<file path="src/rtl/sdu_uart_rx.sv">
// sdu_uart_rx: serial debug unit receive front end.
// 8N1 UART receiver with 16x oversampling, start-bit glitch rejection,
// framing/overrun detection and a small valid/ready receive FIFO.
// Optional build macro SDU_RX_PARITY_EN: 8E1 framing plus a parity_err pulse.
module sdu_uart_rx #(
  parameter int CLK_FREQ   = 100000000,
  parameter int BAUD       = 9600,
  parameter int FIFO_DEPTH = 4
) (
  input  logic                        clk,
  input  logic                        rstn,
  input  logic                        rxd,
  output logic [7:0]                  rx_data,
  output logic                        rx_valid,
  input  logic                        rx_ready,
  output logic [$clog2(FIFO_DEPTH):0] rx_count,
  output logic                        busy,
  output logic                        frame_err,
`ifdef SDU_RX_PARITY_EN
  output logic                        parity_err,
`endif
  output logic                        overrun
);

  localparam int DIV_RAW = CLK_FREQ / (BAUD * 16);
  localparam int DIV     = (DIV_RAW < 1) ? 1 : DIV_RAW;
  localparam int DW      = (DIV > 1) ? $clog2(DIV) : 1;
  localparam int AW      = $clog2(FIFO_DEPTH);
  localparam int CW      = AW + 1;

  typedef enum logic [2:0] {
    S_IDLE, S_START, S_DATA, S_PARITY, S_STOP, S_WAIT_HIGH
  } state_t;

  state_t        state_q;
  logic [3:0]    tc_q;
  logic [2:0]    bi_q;
  logic [7:0]    shift_q;
  logic          busy_q, frame_err_q;
  logic          sync1_q, sync2_q, rxd_s;
  logic [DW-1:0] div_q;
  logic          tick, samp, push;
`ifdef SDU_RX_PARITY_EN
  logic          par_ok_q, parity_err_q;
`endif

  // Two-flop synchronizer; idles high so reset never looks like a start bit
  always_ff @(posedge clk) begin
    if (!rstn) begin
      sync1_q <= 1'b1;
      sync2_q <= 1'b1;
    end else begin
      sync1_q <= rxd;
      sync2_q <= sync1_q;
    end
  end
  assign rxd_s = sync2_q;

  // Oversample divider, held at zero in IDLE so ticks align to the start edge
  always_ff @(posedge clk) begin
    if (!rstn || state_q == S_IDLE) div_q <= '0;
    else if (tick)                  div_q <= '0;
    else                            div_q <= div_q + 1'b1;
  end
  assign tick = (state_q != S_IDLE) && (div_q == DW'(DIV - 1));
  assign samp = tick && (tc_q == 4'd15);

`ifdef SDU_RX_PARITY_EN
  assign push = (state_q == S_STOP) && samp && rxd_s && par_ok_q;
`else
  assign push = (state_q == S_STOP) && samp && rxd_s;
`endif

  // Receive FSM: start qualification, LSB-first shift, stop/break handling
  always_ff @(posedge clk) begin
    if (!rstn) begin
      state_q      <= S_IDLE;
      tc_q         <= '0;
      bi_q         <= '0;
      shift_q      <= '0;
      busy_q       <= 1'b0;
      frame_err_q  <= 1'b0;
`ifdef SDU_RX_PARITY_EN
      par_ok_q     <= 1'b0;
      parity_err_q <= 1'b0;
`endif
    end else begin
      frame_err_q  <= 1'b0;
`ifdef SDU_RX_PARITY_EN
      parity_err_q <= 1'b0;
`endif
      case (state_q)
        S_IDLE: begin
          if (!rxd_s) begin
            state_q <= S_START;
            tc_q    <= '0;
            busy_q  <= 1'b1;
          end
        end
        S_START: begin
          if (tick) begin
            tc_q <= tc_q + 1'b1;
            if (tc_q == 4'd7) begin
              if (rxd_s) begin
                // start bit did not survive to mid-bit: treat as noise
                state_q <= S_IDLE;
                busy_q  <= 1'b0;
              end else begin
                state_q <= S_DATA;
                bi_q    <= '0;
                tc_q    <= '0;
              end
            end
          end
        end
        S_DATA: begin
          if (tick) begin
            tc_q <= tc_q + 1'b1;
            if (tc_q == 4'd15) begin
              shift_q <= {rxd_s, shift_q[7:1]};
              bi_q    <= bi_q + 1'b1;
`ifdef SDU_RX_PARITY_EN
              if (bi_q == 3'd7) state_q <= S_PARITY;
`else
              if (bi_q == 3'd7) state_q <= S_STOP;
`endif
            end
          end
        end
`ifdef SDU_RX_PARITY_EN
        S_PARITY: begin
          if (tick) begin
            tc_q <= tc_q + 1'b1;
            if (tc_q == 4'd15) begin
              // even parity: data bits plus parity bit must XOR to zero
              par_ok_q     <= ~(^shift_q ^ rxd_s);
              parity_err_q <= ^shift_q ^ rxd_s;
              state_q      <= S_STOP;
            end
          end
        end
`endif
        S_STOP: begin
          if (tick) begin
            tc_q <= tc_q + 1'b1;
            if (tc_q == 4'd15) begin
              if (rxd_s) begin
                state_q <= S_IDLE;
                busy_q  <= 1'b0;
              end else begin
                frame_err_q <= 1'b1;
                state_q     <= S_WAIT_HIGH;
              end
            end
          end
        end
        S_WAIT_HIGH: begin
          // line held low (break): wait for idle before hunting a new start
          if (rxd_s) begin
            state_q <= S_IDLE;
            busy_q  <= 1'b0;
          end
        end
        default: begin
          state_q <= S_IDLE;
          busy_q  <= 1'b0;
        end
      endcase
    end
  end

  assign busy      = busy_q;
  assign frame_err = frame_err_q;
`ifdef SDU_RX_PARITY_EN
  assign parity_err = parity_err_q;
`endif

  // ---------------- receive FIFO ----------------
  logic [7:0]    mem_q [FIFO_DEPTH];
  logic [AW-1:0] rd_q, wr_q;
  logic [CW-1:0] cnt_q, cnt_d;
  logic          overrun_q, full, pop, wr_en;

  assign full     = (cnt_q == CW'(FIFO_DEPTH));
  assign rx_valid = (cnt_q != '0);
  assign pop      = rx_valid && rx_ready;
  // a pop in the same cycle frees the slot, so a full FIFO still accepts
  assign wr_en    = push && (!full || pop);
  assign rx_data  = mem_q[rd_q];
  assign rx_count = cnt_q;
  assign overrun  = overrun_q;

  // Occupancy next-state
  always_comb begin
    cnt_d = cnt_q;
    if (wr_en && !pop)      cnt_d = cnt_q + 1'b1;
    else if (pop && !wr_en) cnt_d = cnt_q - 1'b1;
  end

  // FIFO storage, pointers and overrun pulse
  always_ff @(posedge clk) begin
    if (!rstn) begin
      rd_q      <= '0;
      wr_q      <= '0;
      cnt_q     <= '0;
      overrun_q <= 1'b0;
      for (int i = 0; i < FIFO_DEPTH; i++) mem_q[i] <= '0;
    end else begin
      cnt_q     <= cnt_d;
      overrun_q <= push && full && !pop;
      if (wr_en) begin
        mem_q[wr_q] <= shift_q;
        wr_q        <= wr_q + 1'b1;
      end
      if (pop) rd_q <= rd_q + 1'b1;
    end
  end

endmodule

</file>
<file path="config.mk">
export PLATFORM = sky130hd
export DESIGN_NAME = sdu_uart_rx
export DESIGN_NICKNAME = d
export VERILOG_FILES = /design/src/rtl/sdu_uart_rx.sv
export SDC_FILE = /design/constraint.sdc
export NUM_CORES = 1
export LEC_CHECK = 0
export BUFFER_PORTS_ARGS = -buffer_cell sky130_fd_sc_hd__buf_2
export CAP_MARGIN = 0
export CORE_UTILIZATION = 30
export DETAILED_ROUTE_END_ITERATION = 16
export GPL_ROUTABILITY_DRIVEN = 0
export PLACE_DENSITY_LB_ADDON = 0.05
export SLEW_MARGIN = 0
export SYNTH_ARGS = -nofsm -noshare
export SYNTH_HDL_FRONTEND = slang
export SYNTH_SLANG_ARGS = --single-unit
</file>
<file path="constraint.sdc">
create_clock -name clk -period 2.4 [get_ports clk]
set_input_delay 0.24 -clock clk [delete_from_list [all_inputs] [get_ports clk]]
set_output_delay 0.24 -clock clk [all_outputs]
set_load 0.01 [all_outputs]
</file>
==> metrics, run 1 <==
DRT iter0 DRCs=66; Placed Area=3920 µm²; CTS root buf=clkbuf_16; P per Cell Area=838 nW/µm²; Max VDD drop=0.428 mV; share of cells above drive strength 1=27.0%; net count of the mapped netlist=314; most frequent CP cell=ha_2; antenna diode count=0; most frequent cells in the layout=dfxtp_1 (40), and2_1 (37), edfxtp_1 (32), buf_4 (32), nand2_1 (23); CP Cell Sequence=ha_2 -> nand3_2 -> nor4_4 -> ha_2 -> inv_1 -> fa_2 -> xor2_1 -> or3_1 -> a21boi_1; CTS tree=built; core box area=11400 µm²; DRT antenna net count=0; DRT Pass-1 Iters=4; vias in the first global route=2325; wire per inst=14.6 µm; crit path from=tc_q[1]; Syn Inst Count=303; DIE AREA=12100 µm²; register area share after synthesis=51.6%; DP Cell Count=480; Sw Share=26.4%; hpwl dp=5090 µm; Worst R2R Start=tc_q[1]; clock-pin slew on the worst setup and hold paths=0.06 ns; status=finished clean; critical path class=reg2reg; Post-Route Setup TNS=0 ns; initial core utilization=30.7%; Syn Std Cell Area=3490 µm²; largest net degree at the start of global routing=42; Final period util=92.8%; Reg2Reg Setup Slack=0.17 ns; post-route minimum period=2.23 ns; Final Hold Viols=0; Hold Slack=0.0800 ns; synthesis-to-finish area growth=22.3%; die width=110 µm; leakage=1.61 nW; commonest non-fill, non-tap cell in the layout=dfxtp_1; clock share of power=40.2%; Overflow after GRT=0; Crit path arrival time=2.50 ns; port bufs=18; Routed WL=7300 µm; Worst path slowest cell=dfxtp_1; R2R depth=9; fin area=4270 µm²; Post-route DRC=0; Longest Clk Path Bufs=2; mean area per synthesized cell=11.5 µm²; CTS Hold Bufs=0; yosys warns=0; slew margin rel.=60.5%; sequential share of power=41.9%; NetSw=0.944 mW; Setup crit end kind=flip-flop; # setup viols final=0; Std-Cell Rows=39; kind of start point of the critical path=flip-flop; Final Util=37.6%; worst-skew pair later-pin latency=0.34 ns; ys async rst share=0%; reg-to-reg endpoint=rx_count[2]; Crit Path Max Fanout=3; first-pass GRT wire length=12400 µm; DR vias=2273; CP endpoint=rx_count[2]; Die Y=110 µm; f_max=449 MHz; Ports=19; delay of the slowest critical-path stage=0.35 ns; Num CTS Buffers=9; RSZ-0062 raised after global routing=false; All-Layer GR Usage=14.2%; WP data required=2.67 ns; via density per instance=4.56; post-placement setup slack=-0.0111 ns; Top FF cell, synth=dfxtp_1; final worst-path setup slack=0.172 ns; final net count=362; Final Slew Violations=0; hold crit path type=in2reg; maxcap violations=0; synth unique cells=50; initial antenna violation count=0; Internal Power=2.64 mW; Logic pwr share=17.9%; Num Clock Sinks=74; H-tree levels=3; Seq cells post-synth=74; Post-synth EDFFs=32; clock skew=0.00836 ns; Finished Layout Cells=499; Worst-Margin Slew=0.591 ns; overall power=3.58 mW
what timing repair did:
item,4_1_cts,5_1_grt
resized for setup,5,3
setup endpoints to repair,1,1
setup buffers,1,2
pin swaps,6,2
power by group through the flow:
stage	combinational (mW)	sequential [mW]	clock, mW
4_1_cts	0.653	1.50	1.50
6_report	0.642	1.50	1.44
3_5_place_dp	0.646	1.53	0
5_1_grt	0.717	1.52	1.55
2_1_floorplan	0.480	1.48	0
3_3_place_gp	0.645	1.53	0
flip-flops by register name, indices dropped and copies added (netlist names), 2 cells and up, named ones only:
register / cells
bi_q: 3
div_q: 10
mem_q: 32
rd_q: 2
rx_count: 3
shift_q: 8
state_q: 3
tc_q: 4
wr_q: 2
per-layer routing:
metal / wire (µm) / vias to the layer above / part of all wire [%] / track usage [%]
met2: 3550 / 20 / 49 / 22.9
met5: 0 / - / 0 / 0
li1: - / 1173 / - / -
met1: 3410 / 1068 / 47 / 17.4
met4: 133 / 0 / 1.8 / 6.86
met3: 208 / 12 / 2.8 / 3.73
synthesized netlist by cell type (all sizes together) (7+ instances only):
library cell,number,area [µm²]
and2,38,238
clkbuf,7,26.3
dfxtp,42,841
edfxtp,32,961
mux2i,12,120
mux4,8,180
nand2,24,90.1
nand3,14,82.6
nor2,16,60.1
nor2b,9,56.3
o21ai,8,40.0
xnor2,8,70.1
critical path: cells and delay by family, from the launching register on:
family	cells	cell delay [ns]
AO/OA/AOI/OAI	1	0.12
XOR/XNOR	1	0.15
adder cells (fa/ha/maj)	3	0.76
buffers and inverters	1	0.05
flip-flops	1	0.35
AND/OR/NAND/NOR	3	0.74
layout make-up:
type | instances | area [µm²]
fillers | 1133 | 7100
flip-flops and latches | 74 | 1800
well taps | 143 | 179
clock inverters | 7 | 93.8
repair buffers | 50 | 330
multi-input cells | 210 | 1620
clock buffers | 9 | 225
inverters | 6 | 22.5
worst min-delay path by stage:
stage,startpoint,cells past startpoint,slack (ns),to
2_1_floorplan,rxd,1,0.34,sync1_q
3_3_place_gp,sync1_q,1,0.39,rxd_s
3_5_place_dp,sync1_q,1,0.41,rxd_s
4_1_cts,rxd,2,0.07,sync1_q
5_1_grt,rxd,2,0.07,sync1_q
6_report,rxd,2,0.08,sync1_q
kinds of logic (layout without fill, tap and decap cells):
group | after synthesis | after routing | synth area share [%]
compound gates | 27 | 27 | 5.34
xor+xnor | 13 | 13 | 3.26
fa+ha+maj | 7 | 7 | 2.72
buf+inv | 19 | 72 | 2.58
flops | 74 | 74 | 51.6
mux | 20 | 20 | 8.60
simple gates | 143 | 143 | 25.9
No activity file was read; power rests on OpenSTA's default activity.
==> run 2, diff against run 1 <==
CORE_UTILIZATION = 40   (was 30)
RECOVER_POWER = 100   (was unset)
==> metrics, run 2 (synthesis results as in run 1) <==
status=finished clean; P per Cell Area=756 nW/µm² (-9.8%); largest register by flop count=mem_q; Max VDD drop=0.302 mV (-29%); post-placement setup slack=0.0202 ns (+0.0313 ns); critical path class=reg2reg; DRT Pass-1 Iters=4 (unchanged); Largest regs=mem_q (32), div_q (10), shift_q (8); synthesis-to-finish area growth=15.5%; clock-pin slew on the worst setup and hold paths=0.09 ns (+0.03 ns); Crit path arrival time=2.68 ns (+0.18 ns); Final Slew Violations=0 (unchanged); R2R depth=9 (unchanged); worst-skew pair later-pin latency=0.35 ns (about the same); DRT antenna net count=0 (unchanged); H-tree levels=3 (unchanged); die width=95.5 µm (-13%); hold crit path type=in2reg; Final Hold Viols=0 (unchanged); WP data required=2.69 ns (+0.02 ns); port bufs=18 (unchanged); f_max=418 MHz (-6.9%); core box area=8340 µm² (-27%); Final period util=99.7% (+6.8 points); largest net degree at the start of global routing=42 (unchanged); kind of start point of the critical path=flip-flop; Crit Path Max Fanout=4 (+1); initial core utilization=41.9% (+11 points); Overflow after GRT=0 (unchanged); Num CTS Buffers=9 (unchanged); Die Y=95.5 µm (-13%); first-pass GRT wire length=10700 µm (-14%); All-Layer GR Usage=16.1% (+1.9 points); CTS tree=built; DRT iter0 DRCs=80 (+21%); vias in the first global route=2177 (-6.4%); Ports=19 (unchanged); RSZ-0062 raised after global routing=true; via density per instance=4.96 (+8.8%); max FFs per register=32 (unchanged); Longest Clk Path Bufs=2 (unchanged); final net count=356 (-1.7%); Routed WL=6470 µm (-11%); DR vias=2255 (-0.79%); Worst-Margin Slew=0.572 ns (-0.0197 ns); Worst R2R Start=div_q[6]; initial antenna violation count=0 (unchanged); Post-route DRC=0 (unchanged); reg-to-reg endpoint=rx_count[2]; Std-Cell Rows=33 (-15%); share of cells above drive strength 1=24.3% (-2.7 points); wire per inst=14.2 µm (-2.8%); hpwl dp=4560 µm (-10%); CTS root buf=clkbuf_8; maxcap violations=0 (unchanged); Reg2Reg Setup Slack=0.008 ns (-0.16 ns); most frequent cells in the layout=dfxtp_1 (40), and2_1 (37), edfxtp_1 (32); DIE AREA=9110 µm² (-25%); Post-Route Setup TNS=0 ns (unchanged); Setup crit end kind=flip-flop; commonest non-fill, non-tap cell in the layout=dfxtp_1; post-route minimum period=2.39 ns (+0.164 ns); final worst-path setup slack=0.00784 ns (-0.164 ns); slew margin rel.=61.8% (+1.3 points); antenna diode count=0 (unchanged); # setup viols final=0 (unchanged); clock skew=0.0108 ns (+0.00243 ns); Num Clock Sinks=74 (unchanged); leakage=1.50 nW (-6.8%); crit path from=div_q[6]; CP endpoint=rx_count[2]
## run 2: cell types whose count changed in the layout (fill, tap and decap cells not counted), moves of 2 or more
cell       previous run  this run
buf_2                18        14
inv_6                 0         2
bufinv_16             2         0
clkbuf_1              0         4
buf_4                32        26
clkbuf_16             9         0
clkbuf_8              0         9
## run 2: metrics by stage
stage	hold WS, ns	instances	cell area [µm²]	power (mW)	utilization [%]
2_1_floorplan	0.341	303	3500	1.96	-
3_3_place_gp	0.394	438	3840	2.16	46.0
3_5_place_dp	0.394	438	3840	2.16	46.0
4_1_cts	0.0533	454	4020	3.08	48.2
5_1_grt	0.0610	455	4040	3.23	48.4
6_report	0.0662	455	4040	3.05	48.4
## run 2: final cells by class
type / count / area (µm²)
flip-flops and latches: 74 / 1800
repair buffers: 44 / 280
well taps: 105 / 131
inverters: 6 / 22.5
clock buffers: 9 / 124
clock inverters: 7 / 61.3
fillers: 799 / 4310
multi-input cells: 210 / 1610
## run 2: repair_timing
item | 4_1_cts | 5_1_grt
buffers inserted | 0 | 1
hold endpoints to repair | 0 | 0
resized for setup | 0 | 6
endpoints found under the setup margin | 0 | 1
hold buffers | 0 | 0
## run 2: layer usage
layer  part of all wire (%)  global-route usage (%)  routed length, µm  vias to the layer above
met5                      0                       0                  0                        -
met4                    1.5                    8.96                 95                        0
met3                    2.2                    3.19                143                        7
met2                     48                    26.4               3130                       24
met1                     48                    19.7               3100                     1065
li1                       -                       -                  -                     1159
## run 2: power breakdown
part | leakage [nW] | total, mW | internal [mW] | switching, mW
clock | 0.0884 | 0.923 | 0.393 | 0.530
combinational | 0.771 | 0.630 | 0.331 | 0.299
sequential | 0.644 | 1.50 | 1.39 | 0.104
## run 2: worst max-delay path, stage by stage (launching register included)
cell	delay [ns]
dfxtp_2	0.34
and4bb_4	0.35
nand4_4	0.10
nor4_4	0.35
ha_2	0.24
inv_1	0.05
fa_2	0.33
xor2_1	0.15
or3_1	0.31
a21boi_1	0.13
## run 2: how the worst min path moves through the flow
stage | from | to | depth (start not counted)
6_report | rxd | sync1_q | 2
5_1_grt | rxd | sync1_q | 2
4_1_cts | rxd | sync1_q | 2
3_5_place_dp | sync1_q | rxd_s | 1
3_3_place_gp | sync1_q | rxd_s | 1
2_1_floorplan | rxd | sync1_q | 1
